<file path="src/rtl/prop_sequencer.sv">
// Sequences forward (and optionally backward) propagation across a chain of layer blocks.
// Prop pulses are registered and appear two cycles after the preceding done. A stuck layer is reported through err.
module prop_sequencer #(
  parameter int LAYERS  = 3,
  parameter int TIMEOUT = 64,
  parameter int IW      = (LAYERS > 1) ? $clog2(LAYERS) : 1
) (
  input  logic              clk_in,
  input  logic              rst_in,
  input  logic              start,
  input  logic              train,
  input  logic              abort,
  input  logic [LAYERS-1:0] fd_done,
  input  logic [LAYERS-1:0] bk_done,
  output logic [LAYERS-1:0] fd_prop,
  output logic [LAYERS-1:0] bk_prop,
  output logic              busy,
  output logic [IW-1:0]     layer_idx,
  output logic              seq_done,
  output logic              err,
  output logic [IW-1:0]     err_layer,
  output logic              err_dir
);

  localparam int CW = $clog2(TIMEOUT);
  localparam logic [IW-1:0] LAST_IDX = IW'(LAYERS - 1);
  localparam logic [CW-1:0] CNT_MAX  = CW'(TIMEOUT - 1);

  typedef enum logic [2:0] {
    S_IDLE, S_FD_ISSUE, S_FD_WAIT, S_BK_ISSUE, S_BK_WAIT, S_DONE, S_ERR
  } state_t;

  state_t            r_state;
  logic [IW-1:0]     r_layer_idx;
  logic [CW-1:0]     r_cnt;
  logic              r_train;
  logic              r_dir_bk;
  logic [LAYERS-1:0] r_fd_prop;
  logic [LAYERS-1:0] r_bk_prop;
  logic [IW-1:0]     r_err_layer;
  logic              r_err_dir;

  state_t            w_state_nxt;
  logic [IW-1:0]     w_idx_nxt;
  logic [CW-1:0]     w_cnt_nxt;
  logic              w_train_nxt;
  logic              w_fd_set;
  logic              w_bk_set;
  logic              w_seq_done;
  logic              w_err;
  logic [LAYERS-1:0] w_sel;
  logic              w_fd_hit;
  logic              w_bk_hit;
  logic              w_timeout;

  assign w_sel     = LAYERS'(1) << r_layer_idx;
  assign w_fd_hit  = |(fd_done & w_sel);
  assign w_bk_hit  = |(bk_done & w_sel);
  assign w_timeout = (r_cnt == CNT_MAX);

  always_comb begin
    w_state_nxt = r_state;
    w_idx_nxt   = r_layer_idx;
    w_cnt_nxt   = r_cnt;
    w_train_nxt = r_train;
    w_fd_set    = 1'b0;
    w_bk_set    = 1'b0;
    w_seq_done  = 1'b0;
    w_err       = 1'b0;
    case (r_state)
      S_IDLE: begin
        if (start && !abort) begin
          w_train_nxt = train;
          w_idx_nxt   = '0;
          w_state_nxt = S_FD_ISSUE;
        end
      end
      S_FD_ISSUE: begin
        w_fd_set    = 1'b1;
        w_cnt_nxt   = '0;
        w_state_nxt = S_FD_WAIT;
      end
      S_FD_WAIT: begin
        if (w_fd_hit) begin
          if (r_layer_idx == LAST_IDX) begin
            w_state_nxt = r_train ? S_BK_ISSUE : S_DONE;
          end else begin
            w_idx_nxt   = r_layer_idx + IW'(1);
            w_state_nxt = S_FD_ISSUE;
          end
        end else if (w_timeout) begin
          w_state_nxt = S_ERR;
        end else begin
          w_cnt_nxt = r_cnt + CW'(1);
        end
      end
      S_BK_ISSUE: begin
        w_bk_set    = 1'b1;
        w_cnt_nxt   = '0;
        w_state_nxt = S_BK_WAIT;
      end
      S_BK_WAIT: begin
        if (w_bk_hit) begin
          if (r_layer_idx == '0) begin
            w_state_nxt = S_DONE;
          end else begin
            w_idx_nxt   = r_layer_idx - IW'(1);
            w_state_nxt = S_BK_ISSUE;
          end
        end else if (w_timeout) begin
          w_state_nxt = S_ERR;
        end else begin
          w_cnt_nxt = r_cnt + CW'(1);
        end
      end
      S_DONE: begin
        w_seq_done  = 1'b1;
        w_state_nxt = S_IDLE;
      end
      S_ERR: begin
        w_err       = 1'b1;
        w_state_nxt = S_IDLE;
      end
      default: w_state_nxt = S_IDLE;
    endcase
    // Abort wins over everything the sequence would otherwise do this cycle.
    if (abort && (r_state != S_IDLE)) begin
      w_state_nxt = S_IDLE;
      w_idx_nxt   = r_layer_idx;
      w_cnt_nxt   = r_cnt;
      w_fd_set    = 1'b0;
      w_bk_set    = 1'b0;
      w_seq_done  = 1'b0;
      w_err       = 1'b0;
    end
  end

  always_ff @(posedge clk_in) begin
    if (!rst_in) begin
      r_state     <= S_IDLE;
      r_layer_idx <= '0;
      r_cnt       <= '0;
      r_train     <= 1'b0;
      r_dir_bk    <= 1'b0;
      r_fd_prop   <= '0;
      r_bk_prop   <= '0;
      r_err_layer <= '0;
      r_err_dir   <= 1'b0;
    end else begin
      r_state     <= w_state_nxt;
      r_layer_idx <= w_idx_nxt;
      r_cnt       <= w_cnt_nxt;
      r_train     <= w_train_nxt;
      r_fd_prop   <= w_fd_set ? w_sel : '0;
      r_bk_prop   <= w_bk_set ? w_sel : '0;
      if (w_fd_set) r_dir_bk <= 1'b0;
      if (w_bk_set) r_dir_bk <= 1'b1;
      if (w_err) begin
        r_err_layer <= r_layer_idx;
        r_err_dir   <= r_dir_bk;
      end
    end
  end

  assign fd_prop   = r_fd_prop & {LAYERS{~abort}};
  assign bk_prop   = r_bk_prop & {LAYERS{~abort}};
  assign busy      = (r_state != S_IDLE);
  assign layer_idx = r_layer_idx;
  assign seq_done  = w_seq_done;
  assign err       = w_err;
  assign err_layer = r_err_layer;
  assign err_dir   = r_err_dir;

endmodule

</file>
<file path="config.mk">
export PLATFORM = sky130hd
export DESIGN_NAME = prop_sequencer
export DESIGN_NICKNAME = d
export VERILOG_FILES = /design/src/rtl/prop_sequencer.sv
export SDC_FILE = /design/constraint.sdc
export NUM_CORES = 1
export LEC_CHECK = 0
export CAP_MARGIN = 10
export CORE_ASPECT_RATIO = 1.4
export CORE_MARGIN = 1.5
export CORE_UTILIZATION = 54
export DETAILED_ROUTE_END_ITERATION = 10
export GPL_TIMING_DRIVEN = 0
export PLACE_DENSITY_LB_ADDON = 0.2
export SLEW_MARGIN = 15
export SYNTH_ARGS = -nofsm -noshare
export SYNTH_HDL_FRONTEND = slang
export SYNTH_SLANG_ARGS = --single-unit
</file>
<file path="constraint.sdc">
create_clock -name clk_in -period 3.3 [get_ports clk_in]
set_input_delay 0.66 -clock clk_in [delete_from_list [all_inputs] [get_ports clk_in]]
set_output_delay 0.66 -clock clk_in [all_outputs]
set_load 0.05 [all_outputs]
</file>
# == Word-level counts from Yosys, hierarchy flattened ==
# Cells that the tools add are included.
# op_classes
bitwise,7
eq_ne,15
shifts,1
n_addsub,3
reduce_logical,18
mux,28
# ops
op,n
$mux W3,7
$mux W6,3
$pmux W6 S3,1
$pmux W3 S5,1
$ne A2 B2 Y1 const B,7
$and A3 B3 Y3,4
$mux W1,10
$mux W2,5
$eq A3 B3 Y1 const B,3
$reduce_bool A3 Y1,3
$reduce_and A7 Y1,1
$add A6 B1 Y6 const B,1
$eq A3 B2 Y1 const B,2
$eq A6 B6 Y1 const B,1
$pmux W2 S3,1
$reduce_and A2 Y1,3
$reduce_or A3 Y1,2
$reduce_and A4 Y1,1
$reduce_or A2 Y1,2
$eq A3 B1 Y1 const B,1
$logic_not A3 Y1,1
$not A1 Y1,3
$shl A1 B2 Y3 const A,1
$add A2 B1 Y2 const B,1
6 further kinds,7
# totals
elab_cells,81
out_inout_bits,14
inputBits,11
reg_bits,22

# == Depth between registers and ports, before layout ==
# logic_depth
word_depth,5
mapped_depth,6
ltp_nobuf,6

# == Least setup slack after synthesis ==
# OpenSTA, ideal clock, no wires.
# synth_path
path_kind,register to output
from,reg r_state[2]
to,out err
n_path_buf,1
required_time_ns,2.640
t_arrival_ns,2.028
path_slack_ns,0.612
stages_incl_launch_ff,4
cell_sequence,dfxtp_1 clkbuf_1 nand2_1 nor3_1
# synth_via
elab_chain_cells,3
word_cells_on_any_way,5
cone_classes,eq/ne: 1; mux: 2; reduce/logical: 2
# synth_lines
element,line,text
from (decl),33,state_t r_state;
from (signal assigned),150,r_state <= w_state_nxt;
$eq A3 B3 Y1 / $reduce_bool A3 Y1 (equally long branches),"70, 127",
$mux W1 / $logic_and A1 B1 Y1 (equally long branches),"70, 127",
$mux W1 *,127,if (abort && (r_state != S_IDLE)) begin
to (decl),20,"output logic err,"
# Every way passes the cells marked *; elsewhere a longest branch is shown, timed or not.

# == Final worst setup path ==
# layout_path
from,in abort
to,out fd_prop[1]
# layout_via
elab_chain_cells,2
# layout_lines
element,line,text
from (decl),12,"input logic abort,"
$not A1 Y1,165,assign fd_prop = r_fd_prop & {LAYERS{~abort}};
$and A3 B3 Y3,165,
to (decl),15,"output logic [LAYERS-1:0] fd_prop,"
# No other way between the ends.

==> results.sh <==
export IMPL_ys_seq_area_frac=0.357
export IMPL_drc=0
export IMPL_dp_worst_setup_slack_ns=-0.0345
export IMPL_synth_avg_cell_area_sq_um=8.07
export IMPL_r2r_cells=5
export IMPL_worst_slack_ns=0.182
export IMPL_synth_top_area_frac=0.357
export IMPL_syn_instance_count=153
export IMPL_drtPass1Iterations=4
export IMPL_postCtsSetupBuffers=0
export IMPL_synth_compound_area_share=0.210
export IMPL_antenna_found_initial=0
export IMPL_max_vdd_ir_drop_mv=0.350
export IMPL_grt_pass1_vias=1150
export IMPL_power_leakage_nw=0.510
export IMPL_hold_violations=0
export IMPL_postCtsResizedCells=1
export IMPL_syn_area_sq_um=1230
export IMPL_wl_microns=3090
export IMPL_worst_path_max_fanout=10
export IMPL_synth_top_cells_by_area="dfxtp_1 (36%), nor2_1 (6.1%), nor2b_1 (6.1%)"
export IMPL_setup_viol=0
export IMPL_r2r_start="r_state[0]"
export IMPL_post_route_period_util=0.945
export IMPL_final_common_cell="clkdlybuf4s50_1"
export IMPL_ios=25
export IMPL_grt_overflow=0
export IMPL_slew_headroom=0.594
export IMPL_num_vias=1272
export IMPL_numPortBuffers=24
export IMPL_gp_congestion=0.885
export IMPL_power_density_nw_per_um2=350
export IMPL_fp_dieW_microns=43.4
export IMPL_synth_fp_nets=165
export IMPL_dp_final_hpwl_microns=2300
export IMPL_hold_end="r_dir_bk"
export IMPL_grt_usage=0.253
export IMPL_cp_arrival_ns=2.46
export IMPL_cts_buffer_depth=2
export IMPL_max_freq_ghz=0.321
export IMPL_cts_tree="built"
export IMPL_placementRows=20
export IMPL_cts_root_buf="clkbuf_4"
export IMPL_layout_common_cells="clkdlybuf4s50_1 (23), dfxtp_1 (22), nor2_1 (20)"
export IMPL_drive_gt1_frac=0.0663
export IMPL_synth_enable_flop_cells=0
export IMPL_clock_skew_ns=0.00473
export IMPL_crit_type="in -> out"
export IMPL_endpoint_kind="primary output"
export IMPL_routedWlPerCell_microns=15.2
export IMPL_ys_seq_elements=22
export IMPL_yosys_area_share_xor_xnor=0
export IMPL_grt_max_degree=14
export IMPL_die_area_sq_um=2590
export IMPL_r2r_end="r_cnt[5]"
export IMPL_htreeDepth=1
export IMPL_synth_flop_cell="dfxtp_1"
export IMPL_clock_sinks=22
export IMPL_vias_per_cell=6.27
export IMPL_synth_async_reset_ratio=0
export IMPL_crit_required_ns=2.64
export IMPL_cp_start_kind="input pin"
export IMPL_synth_top_family_by_area="simple AND/OR/NAND/NOR gates"
export IMPL_muxShareOfSynthArea=0.0689
export IMPL_status="finished, final reports clean"
export IMPL_yosys_warnings=0
export IMPL_yosys_area_share_simple=0.323
export IMPL_p_total_w=0.000544
export IMPL_maxCapViolCount=0
export IMPL_dr_first_iter_drc_count=32
export IMPL_min_from="r_dir_bk"
export IMPL_path_clk_slew_ns=0.13
export IMPL_cts_hold_buf=0
export IMPL_min_path_type="reg -> reg"
export IMPL_whs_path_depth=2
export IMPL_clk_latency_ns=0.32
export IMPL_tightest_slew_ns=0.604
export IMPL_nets=194
export IMPL_ys_types=36
export IMPL_synthToLayoutAreaGrowth_pct=25.8
export IMPL_cts_buffers_inserted=3
export IMPL_diodes=0
export IMPL_fillCellCount=167
export IMPL_period_minus_slack_ns=3.12
export IMPL_synth_fa_ha_area_frac=0.0101
export IMPL_rrSetupSlack_ns=1.32
export IMPL_ant_nets=0
export IMPL_core_sq_um=2180
export IMPL_initial_core_util=0.567
export IMPL_grt_pass1_wl_microns=5040
export IMPL_rsz0062_at_grt="no"
export IMPL_die_y_microns=59.6
export IMPL_synth_largest_area_cell="dfxtp_1"
export IMPL_maxSlewViolCount=0
## logic make-up (layout without fill, tap and decap cells)
group / count (synthesis) / count (layout)
fa+ha+maj: 1 / 1
mux: 8 / 8
buf+inv: 10 / 38
flops: 22 / 22
simple gates: 75 / 75
compound gates: 37 / 37
## cell type report
cell class,instances,area (sq um),share of cell area
Multi-Input combinational cell,121,756,0.486
Clock buffer,3,22.5,0.0145
Sequential cell,22,440,0.283
Clock inverter,1,30.0,0.0193
Inverter,2,7.51,0.00483
Buffer,8,31.3,0.0201
Timing Repair Buffer,24,239,0.154
Tap cell,22,27.5,0.0177
## flip-flops by register name, indices dropped and copies added (netlist names)
signal     count
r_fd_prop      3
err_layer      2
r_bk_prop      3
r_state        3
r_train        1
err_dir        1
layer_idx      2
r_dir_bk       1
r_cnt          6
## worst max-delay path: stages
cell and delay (ns):
clkdlybuf4s50_1 0.60, clkbuf_1 0.38, nor2b_1 0.10, clkdlybuf4s50_1 0.71
## worst max path at each step
stage                          start         end
final                          abort  fd_prop[1]
after global routing           abort  fd_prop[1]
after CTS                      abort  fd_prop[1]
after detailed placement       abort         err
after global placement         abort         err
after floorplan           r_state[2]         err
## power by group
group / switching [W] / internal, W / total (W)
Clock: 0.0000917 / 0.000123 / 0.000215
Combinational: 0.0000334 / 0.0000252 / 0.0000586
Sequential: 0.00000267 / 0.000268 / 0.000271
## through the flow
stage / cell area [sq um] / TNS (ns) / instances / hold WS [ns] / util
after floorplan: 1230 / 0 / 153 / 0.453 / -
after global placement: 1500 / -0.0208 / 199 / 0.464 / 0.690
after detailed placement: 1500 / -0.0345 / 199 / 0.485 / 0.690
after CTS: 1550 / 0 / 203 / 0.503 / 0.714
after global routing: 1550 / 0 / 203 / 0.544 / 0.714
final: 1550 / 0 / 203 / 0.500 / 0.714
## cells in the mapped netlist, drive strengths merged (2+ instances only)
cell type,instances
a21oi,5
o311ai,3
dfxtp,22
or3,2
nand3,6
o221a,2
nor2,20
nor3b,3
nand2,8
nand3b,3
o211ai,4
clkbuf,7
inv,2
nand2b,5
nand4b,3
mux2i,7
a31oi,2
nor3,7
and3,3
nor2b,12
o21ai,13
## per-layer routing
metal  global-route usage  part of all wire  up-vias
li1                     -                 -      615
met1                0.289              0.41      595
met2                0.469              0.51       57
met3               0.0274             0.061        5
met4                0.104             0.012        0
met5                    0                 0        -
(Power assumes the default switching activity.)
